<file path="src/rtl/sensor_poll_scheduler.sv">
// Sensor poll scheduler: collects light/MPU/RH-temp events and a periodic
// forced-poll tick into pending flags and feeds one shared I2C engine.
// Ports:
//   clk_clk, reset_reset    clock, synchronous active-high reset
//   enable                  allow new grants (pending still accumulates)
//   src_event[2:0]          raw events: light_int, mpu_int, rh_temp_drdy_n
//   cmd_valid/cmd_src       command request and source id to the engine
//   cmd_ready               engine accepts the command
//   done_valid/done_err     completion pulse and its error qualifier
//   abort                   one-cycle pulse dropping a timed-out transfer
//   pending, err_flag       pending flags and sticky per-source errors
//   err_clr                 clears err_flag
//   busy                    high whenever a transaction is in progress
// Optional: define SENSOR_SCHED_MPU_PRIORITY_EN to always grant the MPU
// first, with light and RH/temp rotating round-robin between themselves.
module sensor_poll_scheduler #(
  parameter int unsigned POLL_PERIOD    = 500000,
  parameter int unsigned TIMEOUT_CYCLES = 50000,
  parameter logic [2:0]  INT_POL        = 3'b100
) (
  input  logic       clk_clk,
  input  logic       reset_reset,
  input  logic       enable,
  input  logic [2:0] src_event,
  output logic       cmd_valid,
  output logic [1:0] cmd_src,
  input  logic       cmd_ready,
  input  logic       done_valid,
  input  logic       done_err,
  output logic       abort,
  output logic [2:0] pending,
  output logic [2:0] err_flag,
  input  logic       err_clr,
  output logic       busy
);

  localparam int PW =
    (POLL_PERIOD > 1) ? $clog2(POLL_PERIOD) : 1;
  localparam int TW =
    (TIMEOUT_CYCLES > 1) ? $clog2(TIMEOUT_CYCLES) : 1;
  localparam logic [PW-1:0] POLL_LAST =
    PW'((POLL_PERIOD == 0) ? 0 : POLL_PERIOD - 1);
  localparam logic [TW-1:0] TMO_LAST =
    TW'(TIMEOUT_CYCLES - 1);

  typedef enum logic [1:0] {
    IDLE,
    ISSUE,
    WAIT,
    RECOVER
  } state_t;

  state_t state_q, state_d;

  logic [2:0]    sync1, sync2, level_q;
  logic [2:0]    level, rise;
  logic [PW-1:0] poll_cnt;
  logic          poll_wrap;
  logic [TW-1:0] tmo_cnt, tmo_d;
  logic [1:0]    last_grant, last_d, last_upd;
  logic [1:0]    src_d;
  logic [2:0]    clr_mask, err_set;

  // Sync registers reset to the idle level so no edge fires out of reset.
  always_ff @(posedge clk_clk) begin
    if (reset_reset) begin
      sync1   <= INT_POL;
      sync2   <= INT_POL;
      level_q <= '0;
    end else begin
      sync1   <= src_event;
      sync2   <= sync1;
      level_q <= level;
    end
  end

  assign level = sync2 ^ INT_POL;
  assign rise  = level & ~level_q;

  assign poll_wrap =
    (POLL_PERIOD != 0) && (poll_cnt == POLL_LAST);

  always_ff @(posedge clk_clk) begin
    if (reset_reset) begin
      poll_cnt <= '0;
    end else if (poll_wrap || POLL_PERIOD == 0) begin
      poll_cnt <= '0;
    end else begin
      poll_cnt <= poll_cnt + 1'b1;
    end
  end

  function automatic logic [1:0] pick(
    input logic [2:0] req,
    input logic [1:0] last
  );
    logic [1:0] a, b, c;
`ifdef SENSOR_SCHED_MPU_PRIORITY_EN
    a = 2'd1;
    if (last == 2'd0) begin
      b = 2'd2;
      c = 2'd0;
    end else begin
      b = 2'd0;
      c = 2'd2;
    end
`else
    unique case (last)
      2'd0: begin
        a = 2'd1; b = 2'd2; c = 2'd0;
      end
      2'd1: begin
        a = 2'd2; b = 2'd0; c = 2'd1;
      end
      default: begin
        a = 2'd0; b = 2'd1; c = 2'd2;
      end
    endcase
`endif
    if (req[a]) begin
      pick = a;
    end else if (req[b]) begin
      pick = b;
    end else begin
      pick = c;
    end
  endfunction

`ifdef SENSOR_SCHED_MPU_PRIORITY_EN
  // The MPU is outside the rotation, so it never moves the pointer.
  assign last_upd =
    (cmd_src == 2'd1) ? last_grant : cmd_src;
`else
  assign last_upd = cmd_src;
`endif

  always_comb begin
    state_d  = state_q;
    src_d    = cmd_src;
    last_d   = last_grant;
    tmo_d    = tmo_cnt;
    clr_mask = '0;
    err_set  = '0;
    unique case (state_q)
      IDLE: begin
        if (enable && (|pending)) begin
          src_d           = pick(pending, last_grant);
          clr_mask[src_d] = 1'b1;
          state_d         = ISSUE;
        end
      end
      ISSUE: begin
        if (cmd_ready) begin
          tmo_d   = '0;
          state_d = WAIT;
        end
      end
      WAIT: begin
        // Completion beats an expiring timeout in the same cycle.
        if (done_valid) begin
          last_d  = last_upd;
          state_d = IDLE;
          if (done_err) begin
            err_set[cmd_src] = 1'b1;
          end
        end else if (tmo_cnt == TMO_LAST) begin
          err_set[cmd_src] = 1'b1;
          state_d          = RECOVER;
        end else begin
          tmo_d = tmo_cnt + 1'b1;
        end
      end
      RECOVER: begin
        last_d  = last_upd;
        state_d = IDLE;
      end
      default: begin
        state_d = IDLE;
      end
    endcase
  end

  always_ff @(posedge clk_clk) begin
    if (reset_reset) begin
      state_q <= IDLE;
    end else begin
      state_q <= state_d;
    end
  end

  // Sets are ORed in after clears so a same-cycle set always wins.
  always_ff @(posedge clk_clk) begin
    if (reset_reset) begin
      cmd_src    <= 2'd0;
      last_grant <= 2'd2;
      tmo_cnt    <= '0;
      pending    <= '0;
      err_flag   <= '0;
    end else begin
      cmd_src    <= src_d;
      last_grant <= last_d;
      tmo_cnt    <= tmo_d;
      pending    <= (pending & ~clr_mask) | rise
                  | {3{poll_wrap}};
      err_flag   <= (err_clr ? 3'b000 : err_flag)
                  | err_set;
    end
  end

  assign cmd_valid = (state_q == ISSUE);
  assign abort     = (state_q == RECOVER);
  assign busy      = (state_q != IDLE);

endmodule

</file>
<file path="config.mk">
export PLATFORM = sky130hd
export DESIGN_NAME = sensor_poll_scheduler
export DESIGN_NICKNAME = d
export VERILOG_FILES = /design/src/rtl/sensor_poll_scheduler.sv
export SDC_FILE = /design/constraint.sdc
export NUM_CORES = 1
export LEC_CHECK = 0
export ABC_CLOCK_PERIOD_IN_PS = 5300
export BUFFER_PORTS_ARGS = -buffer_cell sky130_fd_sc_hd__buf_2
export CAP_MARGIN = 30
export CORE_MARGIN = 1.5
export CORE_UTILIZATION = 50
export CTS_CLUSTER_DIAMETER = 30
export DETAILED_ROUTE_END_ITERATION = 7
export GPL_TIMING_DRIVEN = 1
export HOLD_SLACK_MARGIN = 0.15
export MAX_ROUTING_LAYER = met4
export PLACE_DENSITY = 0.68
export SLEW_MARGIN = 20
export SYNTH_ARGS = -nofsm -noshare
export SYNTH_HDL_FRONTEND = slang
export SYNTH_SLANG_ARGS = --single-unit
</file>
<file path="constraint.sdc">
create_clock -name clk_clk -period 5.3 [get_ports clk_clk]
set_input_delay 0 -clock clk_clk [delete_from_list [all_inputs] [get_ports clk_clk]]
set_output_delay 0 -clock clk_clk [all_outputs]
set_load 0.005 [all_outputs]
</file>
# --- Yosys cells after proc, flatten, opt, wreduce, memory -nomap -nowiden ---
# Cells that the tools add are included.
classes:
  add_sub_neg: 2
  n_lt_le_gt_ge: 6
  n_eq_ne: 12
  n_mux: 37
  bitwise: 8
  n_reduce_logical: 14
op_table:
  columns: ["cell", "count"]
  rows:
  - ["$mux 16", 3]
  - ["$pmux 16 s2", 1]
  - ["$mux 2", 13]
  - ["$mux 3", 7]
  - ["$add 19x1->19 const B", 1]
  - ["$eq 19x19->1 const B", 1]
  - ["$add 16x1->16 const B", 1]
  - ["$eq 16x16->1 const B", 1]
  - ["$pmux 2 s2", 4]
  - ["$lt 2x3->1 const B", 4]
  - ["$or 3x3->3", 3]
  - ["$ne 2x2->1 const B", 4]
  - ["$pmux 2 s4", 1]
  - ["$and 3x3->3", 2]
  - ["$not 3->3", 2]
  - ["$reduce_bool 2->1", 3]
  - ["$bmux 1 s2", 2]
  - ["$demux 1 s2", 2]
  - ["$eq 2x1->1 const B", 2]
  - ["$eq 2x2->1 const B", 2]
  - ["$ge 2x1->1 const B", 2]
  - ["$logic_not 2->1", 2]
  - ["$mux 1", 4]
  - ["$reduce_and 2->1", 2]
  - ["other kinds (8)", 10]
word_totals:
  regBits: 56
  wordCells: 89

# --- Depth between registers and ports, before layout ---
# Gate-level depths: netlist of run 1.
depth:
  depth_word: 20
  ltp_mapped: 7

# --- Worst setup path before layout of run 1 ---
# Ideal clock, no wire load.
synth_timing:
  path_type: "reg-to-reg"
  start: "reg state_q[0]"
  end: "reg tmo_cnt[11]"
  arrival_time_ps: 1825
  required_time_ps: 5230
  setup_slack_ps: 3404
  stages_incl_launch_ff: 7
  n_path_buf: 2
  period_less_slack_ps: 1896
  cell_sequence: "dfxtp_1 > buf_6 > or3b_1 > buf_2 > a2111o_1 > or3_1 > a21oi_1"
synth_via:
  elab_chain_len: 3
synth_rtl:
  columns: ["item", "line_no", "rtl"]
  rows:
  - ["start, declared", "53", "state_t state_q, state_d;"]
  - ["start signal, assigned", "187", "state_q <= state_d;"]
  - ["$eq 2x2->1 or $eq 2x1->1 (tied branches)", "144", "unique case (state_q)"]
  - ["$ne 2x2->1 (no source line) (tied with other cells)", null, null]
  - ["$reduce_and 4->1 (no source line)", null, null]
  - ["end signal, assigned", "202", "tmo_cnt <= tmo_d;"]
  - ["end, declared", "59", "logic [TW-1:0] tmo_cnt, tmo_d;"]
# Parallel ways exist; a longest one is shown, timed or not.
# A chain may end at the register's enable or synchronous reset.

# --- Worst setup path after layout of run 1 ---
layout_timing:
  start: "reg tmo_cnt[7]"
  end: "reg err_flag[1]"
layout_via:
  elab_chain_len: 5
layout_rtl:
  columns: ["item", "line_no", "rtl"]
  rows:
  - ["$eq 16x16->1", "166", "end else if (tmo_cnt == TMO_LAST) begin"]
  - ["$mux 3", "166", null]
  - ["$mux 3", "160", "if (done_valid) begin"]
  - ["$mux 3", "144", null]
  - ["$or 3x3->3", "206", "| err_set;"]
  - ["end signal, assigned", "205", "err_flag <= (err_clr ? 3'b000 : err_flag)"]
  - ["end, declared", "32", "output logic [2:0] err_flag,"]
# No other way between the ends.

==> impl_metrics.tcl, run 1 <==
set metrics [dict create \
    clock-sinks 56 \
    fp.coreArea_um2 4848 \
    die_height_um 74.89 \
    drt_iter0_drc 137 \
    period_minus_slack_ns 2.753 \
    setup_viol 0 \
    yosys-top-cells-area "dfxtp_1, a21oi_1, nor2_1, or4_1, xnor2_1" \
    async_flop_share_pct 0 \
    drive_above_1_share_pct 10.30 \
    fmax_mhz 363.2 \
    fin_skew_ns 0.007499 \
    cts_tree "yes" \
    final_core_util_pct 60.62 \
    nFillCells 440 \
    required_ns 5.55 \
    rsz0062_at_grt "no" \
    reg2reg_setup_slack_ns 2.55 \
    routed_via_density 5.746 \
    worst_slew_pin_slew_ns 0.7059 \
    p_per_area_nw_per_um2 245.1 \
    fin_tns_setup_ns 0 \
    place_ws_ns 3.122 \
    critPathMaxStageDelay_ns 0.61 \
    area_growth_syn_to_layout_pct 13.75 \
    cts.clk_slew.worst_paths_ns 0.09 \
    cp-endpoint "err_flag[1]$_SDFF_PP0_" \
    yosysWarnings 0 \
    power_leakage_nw 0.9699 \
    root_buffer "clkbuf_8" \
    wire_per_inst_um 14.10 \
    avgSynthCellArea_um2 8.670 \
    path_cells "or4b_4 -> nor4_2 -> buf_4 -> o2111ai_1 -> a21oi_1 -> dlygate4sd3_1" \
    ioPinCount 21 \
    grt_max_degree 24 \
    r2r_start "tmo_cnt[7]$_SDFFE_PP0P_" \
    dr_total_vias 2281 \
    ys_seq_area_share_pct 43.39 \
    grt_pass1_wl_um 9190 \
    crit_path_max_fanout 8 \
    synth_edf_count 0 \
    dieArea_um2 5608 \
    report.final.slew_viol_count 0 \
    diodes 0 \
    relSlewSlack_pct 52.58 \
    htreeDepth 2 \
    cp_slowest_cell "nor4_2" \
    start_kind "flip-flop" \
    peakVddDrop_uv 183.7 \
    synth_top_area_share_pct 43.39 \
    totalWireLength_um 5598 \
    post-route-period-util_pct 51.95 \
    io_buffer_count 20 \
    maxCapViolCount 0 \
    crit_family "simple AND/OR/NAND/NOR gates" \
    r2r_cells 6 \
    netlist_area_um2 2584 \
    ys_types 51 \
    grt_usage_pct 22.10 \
    critical_path_class "flip-flop to flip-flop" \
    syn-num-nets 310 \
    overflow 0 \
    num_rows 25 \
    yosys.area.top_type "dfxtp_1" \
    dp.cells 378 \
    fin_ws_ns 2.547 \
    critPathLaunch "tmo_cnt[7]$_SDFFE_PP0P_" \
    hold_viol_final 0 \
    synth_top_flop_cell "dfxtp_1" \
    status "completed" \
    synth_cells 298 \
    clk_latency_ns 0.31 \
    grt_pass1_vias 1997 \
    timing.rr.end "err_flag[1]$_SDFF_PP0_" \
    critPathCaptureType "flip-flop" \
    synth-seq-cells 56 \
    path_buf_inv 2 \
    post_cts_buffers 0 \
    nets 341 \
    critical_path_depth 6 \
    cp.arrival_ns 3.00 \
    dr.pass1.iters 4 \
    ant_nets 0 \
    cts_made_buffers 5 \
    hpwl_um 3841 \
    antenna_found_initial 0 \
    initial_utilization_pct 53.29 \
    hp-class "input pin to flip-flop" \
    drc_errors 0 \
    gp_congestion 0.8788 \
    cts_buffer_depth 2 \
    die_w_um 74.89 \
    stdcell_count 397 \
]
-- layout by cell type, fill, tap and decap left out, types with 8 or more instances in the layout --
| cell | n |
|---|---|
| dfxtp_1 | 56 |
| nor2_1 | 28 |
| a21oi_1 | 26 |
| buf_2 | 20 |
| inv_1 | 15 |
| nand2_1 | 14 |
| nand3_1 | 12 |
| dlygate4sd3_1 | 11 |
| or4_1 | 10 |
| or3_1 | 10 |
| nand4_1 | 9 |
| o31ai_1 | 8 |
| o21ai_0 | 8 |
| xnor2_1 | 8 |
-- cell families (layout without fill, tap and decap cells) --
family | count (synthesis) | after routing | share of synthesized area, %
AO/OA/AOI/OAI | 71 | 71 | 17.77
XOR/XNOR | 13 | 13 | 4.407
adder cells (fa/ha/maj) | 2 | 2 | 0.9684
buffers and inverters | 24 | 56 | 3.874
flip-flops | 56 | 56 | 43.39
AND/OR/NAND/NOR | 132 | 132 | 29.59
-- worst min path at each step --
stage | startpoint | end | cells after the start
final | done_err | err_flag[0]$_SDFF_PP0_ | 5
after global placement | src_event[2] | sync1[2]$_SDFF_PP1_ | 2
after global routing | done_err | err_flag[0]$_SDFF_PP0_ | 5
after floorplan | reset_reset | level_q[0]$_SDFF_PP0_ | 1
after CTS | done_err | err_flag[0]$_SDFF_PP0_ | 5
after detailed placement | src_event[2] | sync1[2]$_SDFF_PP1_ | 2
-- state kept, by name (all words and copies together) (netlist names) --
signal and cells:
level_q 3, pending 3, tmo_cnt 16, sync1 3, poll_cnt 19, state_q 2
err_flag 3, cmd_src 2, sync2 3, last_grant 2
-- per-stage QoR --
stage                     instance area (µm²)  hold WS, ns  total power, W
after floorplan                          2584      0.07161       0.0004729
after detailed placement                 2739       0.1858       0.0004882
after global placement                   2724       0.1872       0.0004875
after global routing                     2939       0.2306       0.0007525
after CTS                                2939       0.1529       0.0007286
final                                    2939       0.1665       0.0007204
-- area by class of cell --
type | count | area, µm² | area share [%]
Timing Repair Buffer | 33 | 225.2 | 7.663
Inverter | 15 | 56.30 | 1.916
Sequential cell | 56 | 1121 | 38.14
Multi-Input combinational cell | 218 | 1363 | 46.36
Tap cell | 67 | 83.83 | 2.852
Clock buffer | 8 | 90.09 | 3.065
-- tightest hold or removal path: cells and delay by family --
kind | cells | cell delay [ns]
AOI/OAI and AO/OA | 3 | 0.29
buffers and inverters | 2 | 0.14
-- Yosys cell counts, types with 5 or more instances --
master    number
nand4_1        9
or4_1         10
a21oi_1       26
nor2_1        28
inv_1         15
nor2b_1        7
nand2_1       14
xnor2_1        8
nand2b_1       7
clkbuf_1       6
o31ai_1        8
dfxtp_1       56
or3_1         10
nor3_1         7
o21ai_0        8
nand3_1       12
nand4b_1       6
xor2_1         5
-- per-layer routing --
layer | GRT usage [%] | vias to the layer above | share of wire (%)
met3 | 4.150 | 12 | 3.0
li1 | - | 1167 | -
met5 | - | - | 0
met4 | 8.283 | 0 | 1.9
met2 | 34.02 | 42 | 47
met1 | 28.88 | 1060 | 48
-- power breakdown --
group / switching [W] / internal [W] / total (W)
Clock: 0.000130 / 0.000107 / 0.000236
Combinational: 0.0000263 / 0.0000213 / 0.0000477
Sequential: 0.00000745 / 0.000429 / 0.000436
-- timing repair --
action                     CTS  global route
hold buffers                11             0
hold endpoints to repair    18             0
gates resized for setup      0             0
setup endpoints to repair    0             0
(Power assumes the default switching activity.)
==> inputs of run 2 (changes only) <==
--- a/config.mk
+++ b/config.mk
@@ -5,7 +5,7 @@
 export SDC_FILE = /design/constraint.sdc
 export NUM_CORES = 1
 export LEC_CHECK = 0
-export ABC_CLOCK_PERIOD_IN_PS = 5300
+export ABC_CLOCK_PERIOD_IN_PS = 2600
 export BUFFER_PORTS_ARGS = -buffer_cell sky130_fd_sc_hd__buf_2
 export CAP_MARGIN = 30
 export CORE_MARGIN = 1.5
==> constraint.sdc (replaced) <==
create_clock -name clk_clk -period 2.6 [get_ports clk_clk]
set_input_delay 0 -clock clk_clk [delete_from_list [all_inputs] [get_ports clk_clk]]
set_output_delay 0 -clock clk_clk [all_outputs]
set_load 0.005 [all_outputs]
==> impl_metrics.tcl, run 2 (same netlist as run 1, synthesis figures left out) <==
set metrics [dict create \
    peakVddDrop_uv 377.9 \
    critPathCaptureType "flip-flop" \
    seq_power_share_pct 57.7 \
    clkPwrFrac_pct 36.0 \
    place_ws_ns 0.5499 \
    cp_slowest_cell "or4b_4" \
    gp_congestion 0.8335 \
    clk_latency_ns 0.30 \
    num_rows 25 \
    die_w_um 74.89 \
    p_per_area_nw_per_um2 521.6 \
    cts_made_buffers 5 \
    cts.clk_slew.worst_paths_ns 0.10 \
    grt_pass1_vias 2017 \
    stdcell_count 397 \
    wire_per_inst_um 13.40 \
    critPathMaxStageDelay_ns 0.57 \
    post_cts_buffers 0 \
    fin_ws_ns 0.2390 \
    hpwl_um 3704 \
    dieArea_um2 5608 \
    switching_share_pct 21.91 \
    p_comb_share_pct 6.2 \
    routed_via_density 5.778 \
    grt_usage_pct 21.05 \
    overflow 0 \
    status "completed" \
    path_cells "or4b_4 -> nor4_2 -> buf_4 -> o2111ai_1 -> a21oi_1 -> dlygate4sd3_1" \
    initial_utilization_pct 53.29 \
    area_growth_syn_to_layout_pct 14.33 \
    hold_viol_final 0 \
    report.final.slew_viol_count 0 \
    root_buffer "clkbuf_8" \
    setup_viol 0 \
    final_core_util_pct 60.93 \
    fmax_mhz 423.5 \
    totalWireLength_um 5320 \
    top_regs "poll_cnt (19), tmo_cnt (16)" \
    cts_buffer_depth 2 \
    grt_pass1_wl_um 9011 \
    start_kind "flip-flop" \
    io_buffer_count 20 \
    cts_tree "yes" \
    drt_iter0_drc 113 \
    relSlewSlack_pct 54.05 \
    ant_nets 0 \
    hp-class "input pin to flip-flop" \
    diodes 0 \
    placed_area_um2 2746 \
    regMostFlops "poll_cnt" \
    final_cell_mix "dfxtp_1, nor2_1, a21oi_1, buf_2, inv_1" \
    rsz0062_at_grt "no" \
    die_height_um 74.89 \
    required_ns 2.86 \
    drive_above_1_share_pct 10.91 \
    dp.cells 379 \
    fin_tns_setup_ns 0 \
    drc_errors 0 \
    nets 341 \
    dr.pass1.iters 4 \
    path_buf_inv 2 \
    htreeDepth 2 \
    fin_skew_ns 0.006842 \
    grt_max_degree 24 \
    clock-sinks 56 \
    cts_hold_buf 10 \
    power.switching_w 0.0003377 \
    post-route-period-util_pct 90.81 \
    final_common_cell "dfxtp_1" \
    power_leakage_nw 0.9796 \
    internal_power_w 0.001203 \
    post_cts_resize_count 0 \
    antenna_found_initial 0 \
    maxCapViolCount 0 \
    crit_path_max_fanout 14 \
    ioPinCount 21 \
    fp.coreArea_um2 4848 \
    final_area_um2 2954 \
    dr_total_vias 2294 \
    worst_slew_pin_slew_ns 0.6840 \
    critical_path_class "flip-flop to flip-flop" \
    largest_reg_flops 19 \
    crit_family "simple AND/OR/NAND/NOR gates" \
    cp.arrival_ns 2.62 \
    period_minus_slack_ns 2.361 \
]
run 2: cell count changes in the layout (fill, tap and decap cells not counted):
cell / change
bufinv_16: +1
clkbuf_8: -1
clkinv_2: +1
clkbuf_1: -1
buf_4: +1
dlygate4sd3_1: -1
run 2: worst paths after layout:
| check | start | end | slack, ns | cells past startpoint |
|---|---|---|---|---|
| hold / removal | done_valid | err_flag[0]$_SDFF_PP0_ | 0.16 | 3 |
| setup reg to reg | tmo_cnt[5]$_SDFFE_PP0P_ | err_flag[2]$_SDFF_PP0_ | 0.24 | 6 |
| setup / recovery | tmo_cnt[5]$_SDFFE_PP0P_ | err_flag[2]$_SDFF_PP0_ | 0.24 | 6 |
| hold reg to reg | sync1[2]$_SDFF_PP1_ | sync2[2]$_SDFF_PP1_ | 0.41 | 1 |
run 2: area by class of cell:
type	instances	area [µm²]
clock buffer	6	72.57
timing repair buffer	33	222.7
multi-input combinational	218	1363
fill	437	1894
tap	67	83.83
sequential	56	1121
clock inverter	2	35.03
inverter	15	56.30
run 2: tightest hold or removal path: cells and delay by family:
kind	cells	cell delay [ns]
AO/OA/AOI/OAI	2	0.28
buffers and inverters	1	0.14
run 2: layer usage:
| layer | part of all wire (%) | vias to the layer above | global-route usage, % |
|---|---|---|---|
| met2 | 45 | 31 | 31.27 |
| li1 | - | 1170 | - |
| met3 | 2.5 | 11 | 2.811 |
| met4 | 2.1 | 0 | 9.091 |
| met5 | 0 | - | - |
| met1 | 50 | 1082 | 28.67 |
run 2: power by group through the flow:
stage / clock [W] / combinational [W] / sequential (W)
finish: 0.000555 / 0.0000960 / 0.000890
global route: 0.000608 / 0.000106 / 0.000893
CTS: 0.000572 / 0.0000956 / 0.000889
detailed placement: 0 / 0.0000859 / 0.000909
global placement: 0 / 0.0000850 / 0.000909
floorplan: 0 / 0.0000590 / 0.000905
run 2: per-stage QoR:
stage               power (W)  hold WS [ns]
global route         0.001607        0.1846
CTS                  0.001557        0.1518
finish               0.001541        0.1610
floorplan           0.0009639       0.07161
global placement    0.0009939        0.1870
detailed placement  0.0009950        0.1845
==> inputs of run 3 (changes only) <==
--- a/config.mk
+++ b/config.mk
@@ -10,12 +10,14 @@
 export CAP_MARGIN = 30
 export CORE_MARGIN = 1.5
 export CORE_UTILIZATION = 50
+export CTS_BUF_LIST = sky130_fd_sc_hd__clkbuf_8
 export CTS_CLUSTER_DIAMETER = 30
 export DETAILED_ROUTE_END_ITERATION = 7
 export GPL_TIMING_DRIVEN = 1
 export HOLD_SLACK_MARGIN = 0.15
 export MAX_ROUTING_LAYER = met4
 export PLACE_DENSITY = 0.68
+export RECOVER_POWER = 25
 export SLEW_MARGIN = 20
 export SYNTH_ARGS = -nofsm -noshare
 export SYNTH_HDL_FRONTEND = slang
==> impl_metrics.tcl, run 3 (same netlist as run 1, synthesis figures left out) <==
set metrics [dict create \
    r2r_cells 6 \
    power_leakage_nw 0.9725 \
    hold_viol_final 0 \
    regMostFlops "poll_cnt" \
    hp-class "input pin to flip-flop" \
    num_rows 25 \
    required_ns 2.85 \
    root_buffer "clkbuf_8" \
    final_common_cell "dfxtp_1" \
    fmax_mhz 421.9 \
    status "completed" \
    die_height_um 74.89 \
    relSlewSlack_pct 36.62 \
    period_minus_slack_ns 2.370 \
    crit_path_max_fanout 14 \
    fp.coreArea_um2 4848 \
    totalWireLength_um 5301 \
    clk_latency_ns 0.30 \
    antenna_found_initial 0 \
    diodes 0 \
    peakVddDrop_uv 376.0 \
    ant_nets 0 \
    area_growth_syn_to_layout_pct 14.19 \
    dr_wl_met3_um 130 \
    wl_met2_um 2380 \
    final_cell_mix "dfxtp_1, nor2_1, a21oi_1, buf_2, inv_1" \
    grt_max_degree 24 \
    clock-sinks 56 \
    p_total_w 0.001535 \
    cp_slowest_cell "or4b_4" \
    critical_path_class "flip-flop to flip-flop" \
    cts_tree "yes" \
    drc_errors 0 \
    path_cells "or4b_4 -> nor4_2 -> buf_4 -> o2111ai_1 -> a21oi_1 -> dlygate4sd3_1" \
    grt_pass1_wl_um 9011 \
    route.layer.met1.wl_um 2676 \
    ioPinCount 21 \
    wire_per_inst_um 13.35 \
    cts.clk_slew.worst_paths_ns 0.10 \
    cts_made_buffers 5 \
    dr.pass1.iters 4 \
    post-route-period-util_pct 91.16 \
    fin_skew_ns 0.006871 \
    gp_congestion 0.8335 \
    start_kind "flip-flop" \
    worst_slew_pin_slew_ns 0.9506 \
    fin_tns_setup_ns 0 \
    dieArea_um2 5608 \
    htreeDepth 2 \
    top_layer "met4" \
    die_w_um 74.89 \
    overflow 0 \
    cts_buffer_depth 2 \
    critPathCaptureType "flip-flop" \
    holdPathStages 3 \
    drt_iter0_drc 115 \
    setup_viol 0 \
    p_per_area_nw_per_um2 520.4 \
    maxCapViolCount 0 \
    report.final.slew_viol_count 0 \
    rsz0062_at_grt "no" \
    post_cts_buffers 0 \
    grt_pass1_vias 2017 \
    cp.arrival_ns 2.63 \
    drive_above_1_share_pct 10.00 \
    io_buffer_count 20 \
    dr_total_vias 2301 \
    hpwl_um 3704 \
    nets 341 \
    critPathMaxStageDelay_ns 0.57 \
    routed_via_density 5.796 \
    grt_usage_pct 21.05 \
    largest_reg_flops 19 \
    initial_utilization_pct 53.29 \
    top_regs "poll_cnt (19), tmo_cnt (16)" \
]
==> run 3: changes by cell type in the layout (fill, tap and decap cells not counted), sizes merged <==
cell	previous run	this run
clkbuf	6	8
buf	23	20
inv	15	16
==> run 3: report_power, final <==
group           total, W  internal [W]  switching (W)
clock           0.000550      0.000282       0.000268
sequential      0.000889      0.000874      0.0000153
combinational  0.0000955     0.0000423      0.0000531
total            0.00154       0.00120       0.000336
==> run 3: layout make-up <==
class                           instances  area [µm²]
Timing Repair Buffer                   33       219.0
Clock inverter                          3       38.79
Sequential cell                        56        1121
Fill cell                             438        1898
Inverter                               15       56.30
Multi-Input combinational cell        218        1363
Clock buffer                            5       68.82
Tap cell                               67       83.83
==> run 3: routing by layer <==
metal	vias to the layer above	track usage, %
met5	-	-
met4	0	9.091
met3	11	2.811
met2	31	31.27
met1	1089	28.67
li1	1170	-
==> run 3: path summary, 6_finish.rpt <==
kind | startpoint | endpoint | slack (ns)
max | tmo_cnt[5]$_SDFFE_PP0P_ | err_flag[2]$_SDFF_PP0_ | 0.23
min | done_valid | err_flag[0]$_SDFF_PP0_ | 0.16
max reg2reg | tmo_cnt[5]$_SDFFE_PP0P_ | err_flag[2]$_SDFF_PP0_ | 0.23
min reg2reg | sync1[2]$_SDFF_PP1_ | sync2[2]$_SDFF_PP1_ | 0.41
==> run 3: critical path: cells and delay by family, from the launching register on <==
family	cells	cell delay [ns]
compound gates	2	0.30
buf+inv	2	0.81
flops	1	0.37
simple gates	2	0.85
==> run 3: timing repair <==
item	CTS	global route
hold buffers	10	0
gates resized for setup	0	0
endpoints found under the hold margin	19	0
==> run 3: per-stage QoR <==
step	setup WS [ns]	utilization [%]	hold slack (ns)	cells	cell area [µm²]
global route	0.1778	60.85	0.1846	397	2950
global placement	0.6715	56.65	0.1870	379	2746
floorplan	0.7043	-	0.07161	298	2584
detailed placement	0.5499	56.65	0.1845	379	2746
CTS	0.2963	60.93	0.1518	397	2954
finish	0.2297	60.85	0.1619	397	2950
